## src/rtl/bist_sequencer.sv

```systemverilog
// bist_sequencer
//
// Top-level scheduler for the BIST engine. It runs the enabled subset of the
// six algorithm selects back-to-back in ascending order: 1 = blanket-0,
// 2 = blanket-0 reversed, 3/4 = checkerboard, 5 = March C, 6 = March A.
// It records the mismatch and timeout result of each algorithm and reports
// one pass/fail verdict through a start/done handshake.
//
// Ports
//   clk          system clock, rising edge
//   rst_n        asynchronous active-low reset
//   start        one-cycle request, only honoured in IDLE
//   abort        synchronous abort of a running sequence
//   alg_mask     bit i enables select value i+1, captured on accepted start
//   op_done      completion level from the BIST engine
//   err_in       mismatch strobe from the read-compare logic
//   select       registered algorithm select to the engine (0 = none)
//   busy         high from the cycle after an accepted start through DONE
//   done         one-cycle completion pulse
//   pass         1 when no algorithm failed; valid from done onwards
//   fail_map     per-algorithm fail bits (mismatch or timeout)
//   timeout_map  per-algorithm timeout bits
//   aborted      set by abort, cleared by the next accepted start
module bist_sequencer #(
  parameter int SETTLE_CYC  = 4,
  parameter int GAP_CYC     = 2,
  parameter int TIMEOUT_CYC = 8192,
  parameter int CNT_W       = 14
) (
  input  logic       clk,
  input  logic       rst_n,
  input  logic       start,
  input  logic       abort,
  input  logic [5:0] alg_mask,
  input  logic       op_done,
  input  logic       err_in,
  output logic [3:0] select,
  output logic       busy,
  output logic       done,
  output logic       pass,
  output logic [5:0] fail_map,
  output logic [5:0] timeout_map,
  output logic       aborted
);

  typedef enum logic [2:0] {
    S_IDLE,
    S_LOAD,
    S_SETTLE,
    S_RUN,
    S_GAP,
    S_DONE
  } state_t;

  localparam logic [CNT_W-1:0] CNT_ONE     = CNT_W'(1);
  localparam logic [CNT_W-1:0] SETTLE_LAST = CNT_W'(SETTLE_CYC - 1);
  localparam logic [CNT_W-1:0] GAP_LAST    = CNT_W'(GAP_CYC - 1);
  localparam logic [CNT_W-1:0] TMO_LAST    = CNT_W'(TIMEOUT_CYC - 1);

  state_t           state_q, state_d;
  logic [5:0]       pending_q, pending_d;
  logic [2:0]       cur_q, cur_d;
  logic [CNT_W-1:0] cnt_q, cnt_d;
  logic [3:0]       select_q, select_d;
  logic             busy_q, busy_d;
  logic             done_q, done_d;
  logic             pass_q, pass_d;
  logic [5:0]       fail_q, fail_d;
  logic [5:0]       tmo_q, tmo_d;
  logic             aborted_q, aborted_d;
  logic             err_window;

  // Index of the lowest set bit; the scan runs high to low so the last hit wins.
  function automatic logic [2:0] lowest_idx(input logic [5:0] m);
    logic [2:0] idx;
    idx = 3'd0;
    for (int i = 5; i >= 0; i--) begin
      if (m[i]) idx = 3'(i);
    end
    return idx;
  endfunction

  always_ff @(posedge clk or negedge rst_n) begin
    if (!rst_n) begin
      state_q   <= S_IDLE;
      pending_q <= '0;
      cur_q     <= '0;
      cnt_q     <= '0;
      select_q  <= '0;
      busy_q    <= 1'b0;
      done_q    <= 1'b0;
      pass_q    <= 1'b0;
      fail_q    <= '0;
      tmo_q     <= '0;
      aborted_q <= 1'b0;
    end else begin
      state_q   <= state_d;
      pending_q <= pending_d;
      cur_q     <= cur_d;
      cnt_q     <= cnt_d;
      select_q  <= select_d;
      busy_q    <= busy_d;
      done_q    <= done_d;
      pass_q    <= pass_d;
      fail_q    <= fail_d;
      tmo_q     <= tmo_d;
      aborted_q <= aborted_d;
    end
  end

  always_comb begin
    state_d   = state_q;
    pending_d = pending_q;
    cur_d     = cur_q;
    cnt_d     = cnt_q;
    busy_d    = busy_q;
    done_d    = 1'b0;
    pass_d    = pass_q;
    fail_d    = fail_q;
    tmo_d     = tmo_q;
    aborted_d = aborted_q;

    // Mismatches trail the engine pipeline by a cycle, so the first GAP
    // cycle still belongs to the algorithm that just finished.
    err_window = (state_q == S_SETTLE) || (state_q == S_RUN) ||
                 ((state_q == S_GAP) && (cnt_q == '0));

    if (abort && (state_q != S_IDLE)) begin
      // Partial fail/timeout maps are kept for diagnosis; no done pulse.
      state_d   = S_IDLE;
      pending_d = '0;
      busy_d    = 1'b0;
      pass_d    = 1'b0;
      aborted_d = 1'b1;
    end else begin
      if (err_in && err_window) fail_d[cur_q] = 1'b1;

      unique case (state_q)
        S_IDLE: begin
          if (start) begin
            pending_d = alg_mask;
            fail_d    = '0;
            tmo_d     = '0;
            aborted_d = 1'b0;
            pass_d    = 1'b0;
            busy_d    = 1'b1;
            state_d   = S_LOAD;
          end
        end
        S_LOAD: begin
          if (pending_q == '0) begin
            state_d = S_DONE;
          end else begin
            cur_d   = lowest_idx(pending_q);
            cnt_d   = '0;
            state_d = S_SETTLE;
          end
        end
        S_SETTLE: begin
          // op_done may still be stale from the previous algorithm here.
          if (cnt_q == SETTLE_LAST) begin
            cnt_d   = '0;
            state_d = S_RUN;
          end else begin
            cnt_d = cnt_q + CNT_ONE;
          end
        end
        S_RUN: begin
          cnt_d = cnt_q + CNT_ONE;
          if (op_done) begin
            pending_d[cur_q] = 1'b0;
            cnt_d            = '0;
            state_d          = S_GAP;
          end else if (cnt_q == TMO_LAST) begin
            tmo_d[cur_q]     = 1'b1;
            fail_d[cur_q]    = 1'b1;
            pending_d[cur_q] = 1'b0;
            cnt_d            = '0;
            state_d          = S_GAP;
          end
        end
        S_GAP: begin
          if (cnt_q == GAP_LAST) begin
            cnt_d   = '0;
            state_d = S_LOAD;
          end else begin
            cnt_d = cnt_q + CNT_ONE;
          end
        end
        S_DONE: begin
          busy_d  = 1'b0;
          state_d = S_IDLE;
        end
        default: state_d = S_IDLE;
      endcase
    end

    // Outputs are decoded from the next state so that they are registered
    // and change only on state transitions.
    if (state_d == S_DONE) begin
      done_d = 1'b1;
      pass_d = ~|fail_d;
    end

    if ((state_d == S_SETTLE) || (state_d == S_RUN)) begin
      select_d = {1'b0, cur_d} + 4'd1;
    end else begin
      select_d = 4'd0;
    end
  end

  assign select      = select_q;
  assign busy        = busy_q;
  assign done        = done_q;
  assign pass        = pass_q;
  assign fail_map    = fail_q;
  assign timeout_map = tmo_q;
  assign aborted     = aborted_q;

endmodule

```

## config.mk

```make
export PLATFORM = sky130hd
export DESIGN_NAME = bist_sequencer
export DESIGN_NICKNAME = d
export VERILOG_FILES = /design/src/rtl/bist_sequencer.sv
export SDC_FILE = /design/constraint.sdc
export NUM_CORES = 1
export LEC_CHECK = 0
export BUFFER_PORTS_ARGS = -buffer_cell sky130_fd_sc_hd__buf_2
export CAP_MARGIN = 20
export CORE_MARGIN = 3
export CORE_UTILIZATION = 50
export DETAILED_ROUTE_END_ITERATION = 8
export HOLD_SLACK_MARGIN = 0.06
export PLACE_DENSITY_LB_ADDON = 0.05
export SLEW_MARGIN = 15
export SYNTH_ARGS = -nofsm -noshare
export SYNTH_HDL_FRONTEND = slang
export SYNTH_SLANG_ARGS = --single-unit
export TNS_END_PERCENT = 10
```

## constraint.sdc

```tcl
create_clock -name clk -period 1.9 [get_ports clk]
set_input_delay 0.19 -clock clk [delete_from_list [all_inputs] [get_ports clk]]
set_output_delay 0.19 -clock clk [all_outputs]
set_load 0.1 [all_outputs]
```

# Word-level counts from Yosys, hierarchy flattened

Index checks and enable logic that the tools add are counted.

Word-level logic and storage cells: 116
Flip-flop bits (word level): 46
Output and inout bits: 20

Reduce and logical (&&, ||, !) cells: 27
Add/sub/neg operators: 2
Bitwise gates (word level): 6
Multiplexer cells: 51
$lt $le $gt $ge: 2
Equality and inequality tests: 17

Operators by type and width:

| cell                                                   | count |
|---|---|
| two-way mux 6 bit                                      | 13 |
| two-way mux 14 bit                                     | 5 |
| one-hot mux 14 bit (4 select lines)                    | 1 |
| two-way mux 3 bit                                      | 16 |
| one-hot mux 6 bit (2 select lines)                     | 3 |
| OR 6 bit                                               | 3 |
| one-hot mux 3 bit (5 select lines)                     | 1 |
| nonzero test 3 bit                                     | 5 |
| adder 14 x 1 -> 14 bit (second input constant)         | 1 |
| equality test 14 x 1 -> 1 bit (second input constant)  | 1 |
| equality test 14 x 13 -> 1 bit (second input constant) | 1 |
| equality test 14 x 2 -> 1 bit (second input constant)  | 1 |
| logical NOT 14 bit                                     | 1 |
| equality test 3 x 2 -> 1 bit (second input constant)   | 4 |
| equality test 3 bit (second input constant)            | 3 |
| two-way mux 1 bit                                      | 9 |
| bitwise AND 6 bit                                      | 1 |
| logical NOT 6 bit                                      | 1 |
| != test 2 bit (second input constant)                  | 3 |
| inverter 6 bit                                         | 1 |
| AND reduction 2 bit                                    | 3 |
| AND reduction 3 bit                                    | 2 |
| nonzero test 2 bit                                     | 3 |
| OR reduction 6 bit                                     | 1 |
| other kinds (17)                                       | 22 |

# Longest topological paths before layout

Depth in word-level cells: 15
Gate-level depth with buffers: 9
Depth with buffers taken out: 7

# Least setup slack after synthesis

Ideal clock, no wire load.

Path kind: register to register
Start: register state_q[1]
End: register select_q[2] (netlist: select[2])
Data arrival time: 1,981 ps
Clock period less this slack: 2,104 ps
Required time: 1,777 ps
Path buffers: 2
Cell stages (with the launch flop): 9
Path slack: -204 ps
Path through: dfrtp_1 -> clkbuf_8 -> clkbuf_1 -> nor4b_2 -> o21ai_0 -> o31ai_1 -> ha_1 -> xnor2_1 -> nor2_1

Elaborated cells between the ends (all ways): 21

RTL lines:

| element                                                            | RTL line | text |
|---|---|---|
| start: declaration                                                 | 60       | `state_t state_q, state_d;` |
| start signal: assignment                                           | 97       | `state_q <= state_d;` |
| equality test 3 x 1 -> 1 bit or nonzero test 3 bit (tied branches) | 138, 128 |  |
| two-way mux 3 bit or logical AND 1 bit (tied branches)             | 138, 128 |  |
| two-way mux 3 bit *                                                | 128      | `if (abort && (state_q != S_IDLE)) begin` |
| net cur_d[0]                                                       | 62       | `logic [2:0] cur_q, cur_d;` |
| adder 3 x 1 -> 4 bit *                                             | 206      | `select_d = {1'b0, cur_d} + 4'd1;` |
| two-way mux 4 bit *                                                | 205      | `if ((state_d == S_SETTLE) \|\| (state_d == S_RUN)) begin` |
| net select_d[2]                                                    | 64       | `logic [3:0] select_q, select_d;` |
| end signal: assignment                                             | 101      | `select_q <= select_d;` |
| end: declaration                                                   | 64       |  |

Mark *: on every way through the listed nets, which the timed path passes. The rest lies on a longest branch.
A chain may end at the register's enable or synchronous reset.

# Final worst setup path

Start: register pending_q[3]
End: register pass_q (netlist: pass)

Cells in the longest elaborated chain, start to end: 7
Elaborated cells between the ends (all ways): 9

RTL lines:

| element                              | RTL line | text |
|---|---|---|
| start: declaration                   | 61       | `logic [5:0] pending_q, pending_d;` |
| start signal: assignment             | 98       | `pending_q <= pending_d;` |
| logical NOT 6 bit *                  | 151      | `if (pending_q == '0) begin` |
| two-way mux 3 bit *                  | 151      |  |
| one-hot mux 3 bit (5 select lines) * | 138      | `unique case (state_q)` |
| two-way mux 3 bit *                  | 128      |  |
| equality test 3 bit *                | 200      | `if (state_d == S_DONE) begin` |
| nonzero test 3 bit (no line)         | --       |  |
| AND reduction 2 bit (no line)        | --       |  |
| end signal: assignment               | 104      | `pass_q <= pass_d;` |
| end: declaration                     | 67       | `logic pass_q, pass_d;` |

Every way passes the cells marked *; elsewhere a longest branch is shown, timed or not.

==> results.ini <==
[status]
status = finished with violations
violations = negative setup slack

[global_route]
grt_pass1_wl_um = 10640
track_usage = 0.2202
grt_overflow = 0
first_global_vias = 2217
antenna_found_initial = 0
grt_max_degree = 28

[layout]
n_fill_cell = 413
final_cell_area_um2 = 3253
nets = 361
layout.cells.most_common_list = dfrtp_1 (46), buf_4 (46), buf_2 (31)
diodes = 0
fin_util = 0.6710
drive_gt1_frac = 0.3101
syn_to_final_growth_pct = 26.21

[die]
rows = 25
die_width_um = 77.80
start_util = 0.5316
die_h_um = 77.80
core_um2 = 4848
die_area_um2 = 6052
io_pins = 32

[setup_path]
cp-start-kind = register
worstPathArrival_ps = 2330
cp.required_ps = 2120
cp_max_fo = 3
ff2ff_path_depth = 5
worst-setup-path-type = register to register
worst_setup_path_end_kind = register

[power]
p_leak_uw = 0.001482
power_frac_comb = 0.597
ir_worst_vdd_v = 0.001204
swShare = 0.5038
power_density_nw_per_um2 = 1547
power.share.clock = 0.114
switching_power_uw = 2536
sequentialPowerShare = 0.289
internal_power_uw = 2497
finalPower_uw = 5033

[cts]
cts.htree.levels = 2
cts.sinks = 46
root_buffer = clkbuf_8
clk_pin_slew_ps = 80
cts_buffer_depth = 2
cts_inserted_buffers = 5
insertion_delay_ps = 300
cts_tree = built
cts_setup_buffers = 0

[synth]
ys_seq_area_frac = 0.4466
synth_nets = 286
avgSynthCellArea_um2 = 9.546
netlist_area_um2 = 2577
synth.distinct_cells = 56
ys.warnings.count = 0
async_reset_ff_frac = 1.000
synth-edff-count = 0
ys_ff_latch = 46
synth_ff_type = dfrtp_1
synth_cells = 270

[min_path]
worstHoldPathType = input port to register
holdPathStages = 3

[routing]
drt_iter0_markers = 166
dr.pass1.iters = 4
vias = 2372
remaining_drc_errors = 0
wl_um = 6269
vias_per_cell = 5.757
drtAntennaViolNets = 0
wl_per_cell_um = 15.22

[timing]
layout_worst_path_cycle_share = 1.109
fin_ws_ps = -207.9
finalHoldViolations = 0
slew_violations = 0
worstMarginPinSlew_ps = 548.6
rsz0062_at_grt = true
relSlewSlack = 0.6343
fin_crit_ps = 2108
fin_skew_ps = 3.543
setup_tns_ps = -371.5
setup_violations = 10
timing.fmax_mhz = 474.4

[placed_design]
pre_cts_slack_ps = -178.0
gp_congestion = 0.8409
io_buffer_count = 31
dpl.hpwl_um = 4759
place_area_um2 = 3127

[flow_run]
drv_cap = 0

==> cells by family after synthesis <==
kind of cell | Yosys count | synth area share
muxes | 1 | 0.003884
and+or+nand+nor | 113 | 0.2597
DFF | 46 | 0.4466
adders and majority gates | 4 | 0.01942
AOI/OAI and AO/OA | 83 | 0.2180
xor gates and xnor gates | 1 | 0.003399
buffers and inverters | 22 | 0.04903
==> area by class of cell <==
type | instances | area [um2] | area share
Clock buffer | 6 | 72.57 | 0.02231
Clock inverter | 1 | 7.507 | 0.002308
Inverter | 8 | 43.79 | 0.01346
Multi-Input combinational cell | 202 | 1330 | 0.4088
Sequential cell | 46 | 1151 | 0.3538
Tap cell | 67 | 83.83 | 0.02577
Timing Repair Buffer | 82 | 564.3 | 0.1735
==> cell usage after synthesis (2+ instances only) <==
cell type,n,area share
inv_1,7,0.010
buf_4,2,0.0058
or4_1,8,0.023
a21o_1,3,0.0087
clkbuf_8,2,0.011
a21boi_1,2,0.0058
and3_1,2,0.0049
o31ai_1,9,0.026
nor2b_1,2,0.0049
a21oi_1,23,0.045
clkbuf_1,8,0.012
nor2_1,23,0.033
o21a_1,7,0.020
nor3_1,4,0.0078
nand2b_1,3,0.0073
o211ai_1,4,0.012
ha_1,4,0.019
nor4_1,3,0.0073
o221ai_1,2,0.0068
a32o_1,2,0.0078
and4_1,2,0.0068
nor4bb_1,2,0.0078
nand3_1,7,0.014
o21ai_0,17,0.033
nand2_1,23,0.033
or3_1,2,0.0049
nor4_2,2,0.0097
nand4_1,6,0.015
nor3b_1,9,0.026
nand3b_1,2,0.0058
or4_4,2,0.0087
a22o_1,6,0.020
dfrtp_1,46,0.45
and3b_1,2,0.0068
==> power groups by stage <==
| stage | combinational, uW | clock (uW) | sequential [uW] |
|---|---|---|---|
| after detailed placement | 2930 | 0 | 1470 |
| after global routing | 3230 | 627 | 1500 |
| after floorplan | 1260 | 0 | 2290 |
| final | 3000 | 573 | 1460 |
| after CTS | 2970 | 590 | 1450 |
| after global placement | 2910 | 0 | 1460 |
==> per-stage QoR <==
step                instances  hold slack [ps]
floorplan                 270           -105.6
CTS                       412            105.6
detailed placement        404            192.0
global placement          404            184.3
finish                    412            113.3
global route              412            115.9
==> state kept, by name, indices dropped and copies added (netlist names) <==
name	count
fail_map	6
done	1
timeout_map	6
busy	1
cnt_q	14
state_q	3
aborted	1
select	4
cur_q	3
pending_q	6
pass	1
==> routing by layer <==
metal  global-route usage  part of all wire  vias up
met3              0.03828             0.053        6
li1                     -                 -     1162
met1               0.3518              0.52     1132
met4              0.05516            0.0097        0
met5                    0                 0        -
met2               0.3039              0.41       72
==> final timing paths <==
kind,startpoint,to,slack [ps]
min reg2reg,aborted,aborted,480
min in group asynchronous,rst_n,fail_map[5],390
min,alg_mask[0],pending_q[0],110
max in group asynchronous,rst_n,cnt_q[1],1000
max,pending_q[3],pass,-210
max reg2reg,pending_q[3],pass,-210
==> timing repair <==
action | CTS | global route
setup endpoints to repair | 23 | 36
hold buffers | 1 | 0
gates resized for setup | 6 | 7
hold endpoints to repair | 19 | 0
pin swaps | 1 | 2
==> critical path: stages, from the launching register on <==
cell	delay (ps)
dfrtp_1	390
or4_4	550
o31a_1	260
or4_4	440
a32oi_4	200
mux2i_1	200
Note: power is estimated with default switching activity, not from simulation.
